==> config.mk <==
export PLATFORM = sky130hd
export DESIGN_NAME = ntt_butterfly
export DESIGN_NICKNAME = d
export VERILOG_FILES = /design/src/rtl/ntt_butterfly.sv
export SDC_FILE = /design/constraint.sdc
export NUM_CORES = 2
export LEC_CHECK = 0
export BUFFER_PORTS_ARGS = -buffer_cell sky130_fd_sc_hd__buf_4
export CAP_MARGIN = 25
export CELL_PAD_IN_SITES_DETAIL_PLACEMENT = 0
export CELL_PAD_IN_SITES_GLOBAL_PLACEMENT = 1
export CORE_UTILIZATION = 43
export CTS_CLUSTER_DIAMETER = 200
export DETAILED_ROUTE_END_ITERATION = 6
export PLACE_DENSITY = 0.79
export SYNTH_ARGS = -nofsm -noshare
export SYNTH_HDL_FRONTEND = slang
export SYNTH_SLANG_ARGS = --single-unit
==> constraint.sdc <==
create_clock -name clk -period 8 [get_ports clk]
set_input_delay 1.2 -clock clk [delete_from_list [all_inputs] [get_ports clk]]
set_output_delay 1.2 -clock clk [all_outputs]
set_load 0.03 [all_outputs]
==> src/rtl/ntt_butterfly.sv <==
// ntt_butterfly: 4-stage pipelined radix-2 NTT butterfly mod q = 8380417 (Dilithium).
// Define NTT_BUTTERFLY_GS_EN to add in_mode and the Gentleman-Sande inverse butterfly.
module ntt_butterfly #(
  parameter int                DATA_W = 23,
  parameter logic [DATA_W-1:0] Q      = 23'h7FE001,
  parameter int                TAG_W  = 8
) (
  input  logic              clk,
  input  logic              rst,
  input  logic              in_valid,
  output logic              in_ready,
  input  logic [DATA_W-1:0] in_a,
  input  logic [DATA_W-1:0] in_b,
  input  logic [DATA_W-1:0] in_w,
  input  logic [TAG_W-1:0]  in_tag,
`ifdef NTT_BUTTERFLY_GS_EN
  input  logic              in_mode,
`endif
  output logic              out_valid,
  input  logic              out_ready,
  output logic [DATA_W-1:0] out_a,
  output logic [DATA_W-1:0] out_b,
  output logic [TAG_W-1:0]  out_tag
);

  localparam int K   = 13;            // 2^23 == 2^13 - 1 (mod Q)
  localparam int PW  = 2 * DATA_W;    // raw product
  localparam int F1W = DATA_W + K;    // after first fold, < 2^36
  localparam int F2W = 2 * K + 1;     // after second fold, < 2^27
  localparam int F3W = DATA_W + 1;    // after third fold, < 2Q
  localparam int H3W = F2W - DATA_W;

  function automatic logic [DATA_W-1:0] add_mod(input logic [DATA_W-1:0] x, input logic [DATA_W-1:0] y);
    logic [F3W-1:0] s;
    s = F3W'(x) + F3W'(y);
    return (s >= F3W'(Q)) ? DATA_W'(s - F3W'(Q)) : s[DATA_W-1:0];
  endfunction

  function automatic logic [DATA_W-1:0] sub_mod(input logic [DATA_W-1:0] x, input logic [DATA_W-1:0] y);
    logic [F3W-1:0] d;
    d = F3W'(x) - F3W'(y);
    return d[DATA_W] ? DATA_W'(d + F3W'(Q)) : d[DATA_W-1:0];
  endfunction

  logic en;
  logic v1_q, v2_q, v3_q, v4_q;

  logic [PW-1:0]     p1_d, p1_q;
  logic [DATA_W-1:0] a1_d, a1_q, a2_q, a3_q, mul_b;
  logic [TAG_W-1:0]  tag1_q, tag2_q, tag3_q, out_tag_q;
  logic [F1W-1:0]    f2_d, f2_q;
  logic [DATA_W-1:0] t3_d, t3_q;
  logic [DATA_W-1:0] out_a_d, out_a_q, out_b_d, out_b_q;
  logic [F2W-1:0]    g2;
  logic [F3W-1:0]    h3;
`ifdef NTT_BUTTERFLY_GS_EN
  logic m1_q, m2_q, m3_q;
`endif

  // The whole pipeline advances or freezes together.
  assign en        = !v4_q || out_ready;
  assign in_ready  = en;
  assign out_valid = v4_q;
  assign out_a     = out_a_q;
  assign out_b     = out_b_q;
  assign out_tag   = out_tag_q;

  // NOTE: every variable assigned in an always_comb gets a default first so no latch is inferred.
  always_comb begin
    mul_b = in_b;
    a1_d  = in_a;
`ifdef NTT_BUTTERFLY_GS_EN
    if (in_mode) begin
      mul_b = sub_mod(in_a, in_b);
      a1_d  = add_mod(in_a, in_b);
    end
`endif
    p1_d = PW'(mul_b) * PW'(in_w);
  end

  // Three folds of x = hi*2^23 + lo into hi*(2^13-1) + lo, then one conditional subtract.
  always_comb begin
    f2_d = {p1_q[PW-1:DATA_W], {K{1'b0}}} - F1W'(p1_q[PW-1:DATA_W]) + F1W'(p1_q[DATA_W-1:0]);
    g2   = F2W'({f2_q[F1W-1:DATA_W], {K{1'b0}}}) - F2W'(f2_q[F1W-1:DATA_W])
         + F2W'(f2_q[DATA_W-1:0]);
    h3   = F3W'({g2[F2W-1:DATA_W], {K{1'b0}}}) - F3W'(H3W'(g2[F2W-1:DATA_W]))
         + F3W'(g2[DATA_W-1:0]);
    t3_d = (h3 >= F3W'(Q)) ? DATA_W'(h3 - F3W'(Q)) : h3[DATA_W-1:0];
  end

  always_comb begin
    out_a_d = add_mod(a3_q, t3_q);
    out_b_d = sub_mod(a3_q, t3_q);
`ifdef NTT_BUTTERFLY_GS_EN
    if (m3_q) begin
      out_a_d = a3_q;
      out_b_d = t3_q;
    end
`endif
  end

  // NOTE: sequential state uses non-blocking assignments so all stages sample the same pre-edge values.
  always_ff @(posedge clk) begin
    if (rst) begin
      v1_q      <= 1'b0;
      v2_q      <= 1'b0;
      v3_q      <= 1'b0;
      v4_q      <= 1'b0;
      out_a_q   <= '0;
      out_b_q   <= '0;
      out_tag_q <= '0;
    end else if (en) begin
      v1_q <= in_valid;
      v2_q <= v1_q;
      v3_q <= v2_q;
      v4_q <= v3_q;
      if (v3_q) begin
        out_a_q   <= out_a_d;
        out_b_q   <= out_b_d;
        out_tag_q <= tag3_q;
      end
    end
  end

  // NOTE: inner data registers are deliberately left unreset; the valid bits alone qualify them.
  always_ff @(posedge clk) begin
    if (en && in_valid) begin
      p1_q   <= p1_d;
      a1_q   <= a1_d;
      tag1_q <= in_tag;
`ifdef NTT_BUTTERFLY_GS_EN
      m1_q   <= in_mode;
`endif
    end
    if (en && v1_q) begin
      f2_q   <= f2_d;
      a2_q   <= a1_q;
      tag2_q <= tag1_q;
`ifdef NTT_BUTTERFLY_GS_EN
      m2_q   <= m1_q;
`endif
    end
    if (en && v2_q) begin
      t3_q   <= t3_d;
      a3_q   <= a2_q;
      tag3_q <= tag2_q;
`ifdef NTT_BUTTERFLY_GS_EN
      m3_q   <= m2_q;
`endif
    end
  end

endmodule

* After elaboration in Yosys (flattened, before gate mapping) *
Cells that the tools add are included.
Widths: inputs -> output; s select.

cells by class
  add/sub/neg operators = 11
  multipliers = 1
  muxes and demuxes = 3
  order comparisons = 2
  reduce and logical (&&, ||, !) cells = 6

operators with widths
  operator                number
  $mux 23                 3
  $ge 24x23->1 const B    2
  $mul 23x23->46          1
  $sub 23x23->23 const B  2
  $add 36x23->36          1
  $sub 36x23->36          1
  $add 27x23->27          1
  $sub 26x13->27          1
  $add 23x23->24          1
  $add 24x23->24          1
  $sub 23x23->24          1
  $add 23x23->23 const B  1
  $sub 17x4->18           1
  $logic_and 1x1->1       3
  $reduce_and 2->1        1
  $logic_not 1->1         1
  $logic_or 1x1->1        1

word-level totals
  word-level logic and storage cells = 39
  output and inout port bits = 56
  input bits = 81
  flip-flop bits (word level) = 256

* Depth between registers and ports, before layout *
  depth in word-level cells = 6
  depth in mapped cells = 31
  mapped depth without buffers = 29

* Worst setup path after synthesis *
OpenSTA, ideal clock, no wires.

  path kind = input port to flip-flop
  start = input port in_b[8]
  end = register p1_q[45] (data pin)
  stages = 26
  buffers on the path = 1
  setup time = 0.265 ns
  slack = 0.248 ns
  data arrival time = 7.487 ns
  cells stage by stage = clkbuf_1 > nand2_1 > fa_1 > inv_1 > fa_1 > fa_1 > ha_1 > inv_1 > fa_1 > inv_1 > fa_1 > inv_1 > fa_1 > inv_1 > ha_1 > o21ai_0 > a211oi_1 > a211oi_1 > o21ai_0 > a31oi_1 > a21oi_1 > a41oi_1 > a21oi_1 > a221o_1 > a311oi_1 > xnor2_1

on the way
  cells in the longest elaborated chain, start to end = 1

ends and longest elaborated chain
  element               RTL line  RTL
  from (decl)           13        input logic [DATA_W-1:0] in_b,
  $mul 23x23->46        78        p1_d = PW'(mul_b) * PW'(in_w);
  net p1_d[45]          48        logic [PW-1:0] p1_d, p1_q;
  to (signal assigned)  128       p1_q <= p1_d;
  to (decl)             48

The timed path passes the listed nets, and every way through them passes these cells.
A chain may end at the register's enable or synchronous reset.

* Worst setup path in the final report *
  start = register f2_q[24]
  end = register t3_q[15] (data pin)

on the way
  cells in the longest elaborated chain, start to end = 6
  elaborated cells between the ends (all ways) = 7
  those cells by class = 5 x add/sub; 1 x order compare; 1 x mux

ends and longest elaborated chain
  element                                                RTL line  RTL
  from (decl)                                            51        logic [F1W-1:0] f2_d, f2_q;
  from (signal assigned)                                 136       f2_q <= f2_d;
  $sub 26x13->27 (*)                                     84        g2 = F2W'({f2_q[F1W-1:DATA_W], {K{1'b0}}}) - F2W'(f2_q[F1W-1:DATA_W])
  $add 27x23->27 (*)                                     85        + F2W'(f2_q[DATA_W-1:0]);
  $sub 17x4->18                                          86        h3 = F3W'({g2[F2W-1:DATA_W], {K{1'b0}}}) - F3W'(H3W'(g2[F2W-1:DATA_W]))
  $add 24x23->24 (*)                                     87        + F3W'(g2[DATA_W-1:0]);
  $sub 23x23->23 / $ge 24x23->1 (equally long branches)  88        t3_d = (h3 >= F3W'(Q)) ? DATA_W'(h3 - F3W'(Q)) : h3[DATA_W-1:0];
  $mux 23 (*)                                            88
  net t3_d[15]                                           52        logic [DATA_W-1:0] t3_d, t3_q;
  to (signal assigned)                                   144       t3_q <= t3_d;
  to (decl)                                              52

Mark *: on every way through the listed nets, which the timed path passes. The rest lies on a longest branch.

==> flow_summary.ini <==
[cts]
cts_sinks = 256
post_cts_resized = 0
ctsHoldBuffers = 0
clk_pin_slew_ns = 0.07
htreeDepth = 1
clkLatencyLatePin_ns = 0.57
cts_tree = done
clockRootBuffer = clkbuf_16
clk_path_buf_depth = 3
numCtsBuffers = 26
post_cts_buffers = 0

[placement]
place_inst = 4896
portBuffers = 136
gp_congestion = 0.921
dp_hpwl_um = 72700

[sta]
finalCritPeriodShare_pct = 93.4
period_needed_ns = 7.47
setup_viol = 0
fin_skew_ns = 0.0242
hold_slack_ns = 0.418
fin_setup_tns_ns = 0
hold_violations = 0
rsz0062_at_grt = no
clock.fmax_mhz = 134
slew_viol_final = 0
tightestPinTransition_ns = 1.03
slew_headroom_pct = 31.4

[worst_setup_path]
cpPeakStageDelay_ns = 0.71
r2r_end = t3_q[15]
path_max_fanout = 15
cp_common_cell = ha_1
r2r_start = f2_q[24]
crit_arrival_ns = 7.78
crit_path_top_delay_cell = a2111oi_0
startpoint = f2_q[24]
startpoint_type = flip-flop
rr_worst_depth = 26
reg2reg_setup_slack_ns = 0.53
cp-end-kind = flip-flop
path_class = reg -> reg
required_ns = 8.31

[logic_synthesis]
ys_types = 84
syn_avg_cell_area_um2 = 9.17
synth_edf_count = 198
ys.flop_type = edfxtp_1
synth_top_cell_by_area = fa_1
synthTopCellsByArea = fa_1, edfxtp_1, ha_1
syn-cell-area_um2 = 34600
ys_ff_latch = 256
synth-xor-area-share_pct = 4.61
synth_top_family_by_area = adder cells
synth_compound_area_share_pct = 11.4
synth-seq-area-share_pct = 20.6
yosysTopAreaCellShare_pct = 26.2
yosysWarnings = 0
synthArstFlopShare_pct = 0
postSynthCellCount = 3767
synthMuxAreaShare_pct = 0.261
synth_nets = 4644
synth.most_common_cell = inv_1
synth_adder_area_share_pct = 38.7
synthSimpleGateAreaFrac_pct = 15.2
synthTopCellsByCount = inv_1, nand2_1, fa_1

[final_layout]
final_nets = 4751
layout-drive-gt1-share_pct = 7.73
fillers = 7636
final_util_pct = 47.9
diodes = 0
multi_input_area_um2 = 24200
seqCellArea_um2 = 7110
synthToLayoutAreaGrowth_pct = 9.75
fin_cells = 4944

[job]
cap_viol_max_count = 0

[route]
drt_wl_total_um = 87000
ant_nets = 0
drtIter0Drc = 1280
via_count = 25836
avgRoutedWirePerCell_um = 17.6
drt_first_pass_iters = 5
drc = 0
viasPerCell = 5.23

[status]
status = complete, no violations

[global_route]
grt_first_pass_wirelength_um = 140000
grt_max_degree = 61
grt_use_total_pct = 21.5
grt_pass1_vias = 26070
grt_overflow = 0
antenna_found_initial = 1

[floorplan]
design.die.area_um2 = 81500
die_height_um = 286
core-area_um2 = 79300
start_util_pct = 43.6
die_w_um = 286
rows = 103
ios = 137

[min_path]
hold_class = reg -> reg
hold_start = a1_q[14]
whs_path_depth = 0
hold_end = a2_q[14]
cell type report:
class	count	area share [%]
timing repair buffer	223	4.64
multi-input combinational	2659	63.9
clock inverter	16	0.439
tap	1050	3.46
clock buffer	32	1.78
sequential	256	18.7
inverter	708	7.01
worst max-delay path: cells and delay by family, from the launching register on:
kind	cells	cell delay, ns
fa+ha+maj	5	1.31
flops	1	0.37
buf+inv	3	0.40
compound gates	11	3.07
simple gates	4	1.30
xor+xnor	3	0.73
metrics by stage:
stage               cell area (um2)  setup WS, ns
floorplan                     34600         0.248
global placement              37100       -0.0373
detailed placement            37100        -0.115
CTS                           37900         0.502
global route                  37900        0.0753
finish                        37900         0.527
sequential cells by signal, summed over array words and instances, names as in the netlist:
name,count
a1_q,23
a2_q,23
a3_q,23
f2_q,36
out_a,23
out_b,23
out_tag,8
out_valid,1
p1_q,46
t3_q,23
tag1_q,8
tag2_q,8
tag3_q,8
v1_q,1
v2_q,1
v3_q,1
layer usage:
metal / GRT usage [%] / routed length [um] / up-vias / part of all wire [%]
met4: 6.63 / 2580 / 2 / 3.0
met2: 39.0 / 43600 / 604 / 50
met1: 26.9 / 37100 / 12661 / 43
met3: 1.89 / 3720 / 114 / 4.3
met5: 0 / 11 / - / 0.013
li1: - / - / 12455 / -
cell usage in the layout, fill, tap and decap left out, drive strengths merged, types with 14 or more instances in the layout:
cell / n
nand2b: 24
inv: 708
o21bai: 29
and2: 182
fa: 453
edfxtp: 198
clkbuf: 32
nand3: 55
nand2: 476
nor2: 142
o31ai: 14
nor3: 47
ha: 343
o211ai: 21
xnor2: 140
nor2b: 24
nor4: 15
buf: 223
dfxtp: 58
nand4: 18
a21o: 67
xor2: 42
a211oi: 44
o21ai: 100
a31oi: 19
o21a: 34
a21oi: 160
and3: 21
cell families after synthesis:
group	after synthesis
flops	256
buf+inv	852
simple gates	1085
fa+ha+maj	796
mux	9
xor+xnor	182
compound gates	587
worst max-delay path by stage:
stage / to / slack, ns
after global placement: p1_q[45] / -0.04
after detailed placement: p1_q[45] / -0.11
after floorplan: p1_q[45] / 0.25
final: t3_q[15] / 0.53
after global routing: t3_q[5] / 0.08
after CTS: p1_q[45] / 0.50
Power is left out: the tool's default activity adds up to more than one toggle a clock period on the data nets, which glitch-free logic cannot reach.
